### config.mk
export PLATFORM = sky130hd
export DESIGN_NAME = m_ext_issue_ctrl
export DESIGN_NICKNAME = d
export VERILOG_FILES = /design/src/rtl/m_ext_issue_ctrl.sv
export SDC_FILE = /design/constraint.sdc
export NUM_CORES = 1
export LEC_CHECK = 0
export BUFFER_PORTS_ARGS = -buffer_cell sky130_fd_sc_hd__buf_2
export CAP_MARGIN = 40
export CORE_MARGIN = 2
export CORE_UTILIZATION = 51
export CTS_CLUSTER_DIAMETER = 80
export DETAILED_ROUTE_END_ITERATION = 16
export GPL_TIMING_DRIVEN = 0
export PLACE_DENSITY = 0.86
export SKIP_LAST_GASP = 1
export SYNTH_ARGS = -nofsm -noshare
export SYNTH_HDL_FRONTEND = slang
export SYNTH_SLANG_ARGS = --single-unit
### constraint.sdc
create_clock -name clk_i -period 3.84 [get_ports clk_i]
set_clock_uncertainty 0.2 [all_clocks]
set_input_delay 0.384 -clock clk_i [delete_from_list [all_inputs] [get_ports clk_i]]
set_output_delay 0.384 -clock clk_i [all_outputs]
set_load 0.01 [all_outputs]
### src/rtl/m_ext_issue_ctrl.sv
// Issue slot and fixed-latency destination scoreboard for the M-extension pipeline.
// Optional: define M_EXT_WB_FWD_EN to drop the writeback slot from the hazard window.
module m_ext_issue_ctrl #(
   parameter int WORD_SIZE = 32,
   parameter int REG_SIZE  = 5,
   parameter int M_LATENCY = 5
) (
   input  logic                 clk_i,
   input  logic                 rsn_i,
   input  logic                 req_valid_i,
   output logic                 req_ready_o,
   input  logic [2:0]           req_opcode_i,
   input  logic [REG_SIZE-1:0]  req_rs1_i,
   input  logic [REG_SIZE-1:0]  req_rs2_i,
   input  logic                 req_rs1_use_i,
   input  logic                 req_rs2_use_i,
   input  logic [REG_SIZE-1:0]  req_rd_i,
   input  logic                 req_rf_we_i,
   input  logic [WORD_SIZE-1:0] req_src_a_i,
   input  logic [WORD_SIZE-1:0] req_src_b_i,
   input  logic                 flush_i,
   output logic                 valid_m1_o,
   output logic [2:0]           opcode_o,
   output logic                 rf_we_o,
   output logic [WORD_SIZE-1:0] src_a_o,
   output logic [WORD_SIZE-1:0] src_b_o,
   output logic [REG_SIZE-1:0]  rf_waddr_o,
   input  logic [REG_SIZE-1:0]  hz_rs1_i,
   input  logic [REG_SIZE-1:0]  hz_rs2_i,
   output logic                 hz_stall_o,
   output logic                 m_wb_next_o,
   output logic [2:0]           outstanding_o,
   output logic                 idle_o
);

   typedef struct packed {
      logic                valid;
      logic                we;
      logic [REG_SIZE-1:0] rd;
   } slot_t;

`ifdef M_EXT_WB_FWD_EN
   localparam int HZ_LAST = M_LATENCY - 1;
`else
   localparam int HZ_LAST = M_LATENCY;
`endif

   slot_t                slot_q [M_LATENCY+1];
   logic [2:0]           opcode_q;
   logic [WORD_SIZE-1:0] src_a_q;
   logic [WORD_SIZE-1:0] src_b_q;

   logic       pend_rs1, pend_rs2, pend_hz1, pend_hz2;
   logic       accept;
   logic [2:0] valid_cnt;

   // A slot's we bit already excludes rd == x0, so a match implies a non-zero register.
   always_comb begin
      pend_rs1 = 1'b0;
      pend_rs2 = 1'b0;
      pend_hz1 = 1'b0;
      pend_hz2 = 1'b0;
      for (int i = 0; i <= HZ_LAST; i++) begin
         if (slot_q[i].valid && slot_q[i].we) begin
            if (slot_q[i].rd == req_rs1_i) pend_rs1 = 1'b1;
            if (slot_q[i].rd == req_rs2_i) pend_rs2 = 1'b1;
            if (slot_q[i].rd == hz_rs1_i)  pend_hz1 = 1'b1;
            if (slot_q[i].rd == hz_rs2_i)  pend_hz2 = 1'b1;
         end
      end
   end

   always_comb begin
      valid_cnt = '0;
      for (int i = 0; i <= M_LATENCY; i++) valid_cnt = valid_cnt + 3'(slot_q[i].valid);
   end

   assign req_ready_o = !flush_i
                        && !(req_rs1_use_i && pend_rs1)
                        && !(req_rs2_use_i && pend_rs2);
   assign accept      = req_valid_i && req_ready_o;

   // NOTE: sequential state uses non-blocking assignments so every slot shifts from its
   // pre-edge neighbour; the whole scoreboard is reset because its valid bits gate hazards.
   always_ff @(posedge clk_i or negedge rsn_i) begin
      if (!rsn_i) begin
         for (int i = 0; i <= M_LATENCY; i++) slot_q[i] <= '0;
         opcode_q <= '0;
         src_a_q  <= '0;
         src_b_q  <= '0;
      end else begin
         for (int i = 1; i <= M_LATENCY; i++) slot_q[i] <= slot_q[i-1];
         if (accept) begin
            slot_q[0] <= '{valid: 1'b1, we: req_rf_we_i && (req_rd_i != '0), rd: req_rd_i};
            opcode_q  <= req_opcode_i;
            src_a_q   <= req_src_a_i;
            src_b_q   <= req_src_b_i;
         end else begin
            // The destination address holds; only the qualifiers drop.
            slot_q[0].valid <= 1'b0;
            slot_q[0].we    <= 1'b0;
         end
      end
   end

   assign valid_m1_o    = slot_q[0].valid;
   assign rf_we_o       = slot_q[0].we;
   assign rf_waddr_o    = slot_q[0].rd;
   assign opcode_o      = opcode_q;
   assign src_a_o       = src_a_q;
   assign src_b_o       = src_b_q;
   assign hz_stall_o    = pend_hz1 || pend_hz2;
   assign m_wb_next_o   = slot_q[M_LATENCY-1].valid && slot_q[M_LATENCY-1].we;
   assign outstanding_o = valid_cnt;
   assign idle_o        = (valid_cnt == 3'd0);

endmodule

==> impl_metrics.toml <==
[synthesis]
synth-edff-count = 0
ys_async_sr_fraction = 1.00
syn_nets = 529
synth_common_cells = "dfrtp_1 (109), xor2_1 (64), xnor2_1 (52)"
ys_seq_elements = 109
synth_cell_type_count = 34
yosys_most_used_dff = "dfrtp_1"
ys_warn_count = 0
yosysSeqAreaShare = 0.493
ys_top_cells_by_area = "dfrtp_1 (49%), mux2_4 (14%), xor2_1 (10%)"
avgSynthCellArea_um2 = 13.0
yosysTopAreaCell = "dfrtp_1"
netlist_area_um2 = 5530
syn_inst = 426
synth_most_common_cell = "dfrtp_1"
synth_top_cell_area_share = 0.493

[global_route]
grt_pass1_wl_um = 20300
grt_max_degree = 59
first_global_vias = 4013
grt.overflow.total = 0
antenna_found_initial = 0
grt_util_all_layers = 0.229

[clock_network]
clock_tree.buffer_depth = 2
cts_buffers = 9
clock-root-buffer = "clkbuf_8"
clkSlewWorstSetupHoldPaths_ns = 0.11
cts_tree = "done"
clk_latency_ns = 0.38
numClockSinks = 109
htreeDepth = 3

[worst_setup_path]
r2r-end = "src_b_o[17]"
r2r_cells = 10
rrSetupSlack_ns = 1.09
worstReg2RegStart = "rf_waddr_o[1]"
critPathKind = "register to primary output"
cp_max_fo = 7
start_kind = "register"
arrival_ns = 3.08
cp-end-kind = "primary output"
crit_required_ns = 3.26

[placed_design]
gp_congestion = 0.943
io_buffers = 159
dp.cells = 726
place_hpwl_um = 10100

[sta]
report.final.slew_viol_count = 0
clock.fmax_mhz = 273
slew_headroom = 0.511
tns_ns = 0
worst_pin_slew_ns = 0.733
rsz0062_at_grt = "no"
period_share = 0.953
timing_hold_violations_final = 0
post-route-min-period_ns = 3.66
setup_violations = 0

[routing]
finalWirelength_um = 13200
drc = 0
antenna_left = 0
routedWlPerCell_um = 17.6
drt_first_pass_iters = 4
viasPerCell = 5.19
first_iter_violations = 206
vias = 3869

[power_and_ir_drop]
p_leak_nw = 3.32
irDropWorstVdd_v = 0.000313
powerDensity_nw_per_um2 = 438

[floorplanning]
fp.dieW_um = 108
dieArea_um2 = 11700
core-area_um2 = 10700
start_util = 0.517
floorplan.rows = 38
die_h_um = 108
io_pins = 180

[job]
drv_cap = 0

[cells_and_area]
drive_above_1_share = 0.446
area_delta_synth_final_pct = 22.6
final-instance-count-excl-fill = 746
diodes = 0
fin_util = 0.634
fin_nets = 704

[worst_hold_path]
whs_path_depth = 2
hp-class = "input pin to register"
min_to = "src_a_o[27]"
hp-start = "req_src_a_i[27]"

[run_status]
status = "finished, final reports clean"
power by group:
group / internal (mW) / switching, mW / leakage (nW)
Sequential: 1.30 / 0.150 / 1.30
Clock: 0.324 / 0.408 / 0.100
Combinational: 0.424 / 0.362 / 1.92
Total: 2.05 / 0.920 / 3.32
worst max-delay path by stage:
stage               cells past startpoint       start  slack (ns)      to
floorplan                               9  valid_m1_o        0.65  idle_o
global placement                       10  valid_m1_o        0.57  idle_o
detailed placement                     10  valid_m1_o        0.53  idle_o
CTS                                    10  valid_m1_o        0.10  idle_o
global route                           10  valid_m1_o        0.03  idle_o
finish                                 10  valid_m1_o        0.18  idle_o
sequential cells by signal, indices dropped and copies added, names as in the netlist:
signal,cells
slot_q,35
src_a_o,32
src_b_o,32
rf_waddr_o,5
opcode_o,3
rf_we_o,1
valid_m1_o,1
area by class of cell:
class                      instances  area [um2]
fill                             860        3920
sequential                       109        2730
multi-input combinational        261        2500
timing repair buffer             164         866
buffer                            42         245
tap                              140         175
clock buffer                      10         138
clock inverter                     6        70.1
inverter                          14        52.6
cell usage in the layout (no fill, tap or decap), types with 2 or more instances in the layout:
cell type / n
nor2_1: 3
buf_2: 174
xor2_1: 64
fa_1: 3
o21ai_0: 3
or3_1: 3
mux2_2: 14
mux2_4: 50
xnor2_1: 52
clkbuf_1: 12
dlygate4sd3_1: 4
nor3_1: 6
dfrtp_1: 108
buf_1: 2
nand2_1: 4
clkbuf_8: 10
clkinvlp_4: 2
nor4_1: 12
nand4_1: 21
a31oi_1: 2
inv_1: 14
o31ai_1: 2
nand3_1: 3
mux2_1: 8
buf_4: 7
buf_6: 6
through the flow:
stage,hold slack (ns),setup WS (ns),area (um2),power (mW)
finish,0.0173,0.179,6780,2.97
global route,0.00283,0.0349,6780,3.12
CTS,0.00172,0.105,6780,2.99
detailed placement,0.161,0.531,6530,2.26
global placement,0.155,0.574,6500,2.21
floorplan,-0.112,0.648,5530,1.96
per-layer routing:
metal	routed length [um]	global-route usage	vias to the layer above	part of all wire
li1	-	-	1770	-
met1	5360	0.286	1897	0.41
met2	6490	0.381	175	0.49
met3	1050	0.0585	27	0.080
met4	263	0.0897	0	0.020
met5	0	0	-	0
worst max-delay path, cell delays in order, from the launching register on:
cell and delay (ns):
dfrtp_2 0.50, fa_1 0.55, inv_1 0.05, fa_1 0.42
inv_1 0.08, ha_1 0.14, inv_1 0.05, fa_1 0.52
inv_1 0.06, nor3_1 0.17, buf_2 0.15
kinds of logic (layout without fill, tap and decap cells):
family,count (synthesis),in the layout,share of synthesized area
AO/OA/AOI/OAI,15,15,0.0190
multiplexers,72,72,0.181
adder cells (fa/ha/maj),4,4,0.0131
buffers and inverters,56,236,0.0538
AND/OR/NAND/NOR,54,54,0.0566
flip-flops,109,109,0.493
XOR/XNOR,116,116,0.184
what timing repair did:
action,CTS,global route
setup buffers,0,0
gates resized for setup,0,1
hold buffers,4,0
endpoints found under the hold margin,60,0
setup endpoints to repair,0,1
No activity file was read; power rests on OpenSTA's default activity.
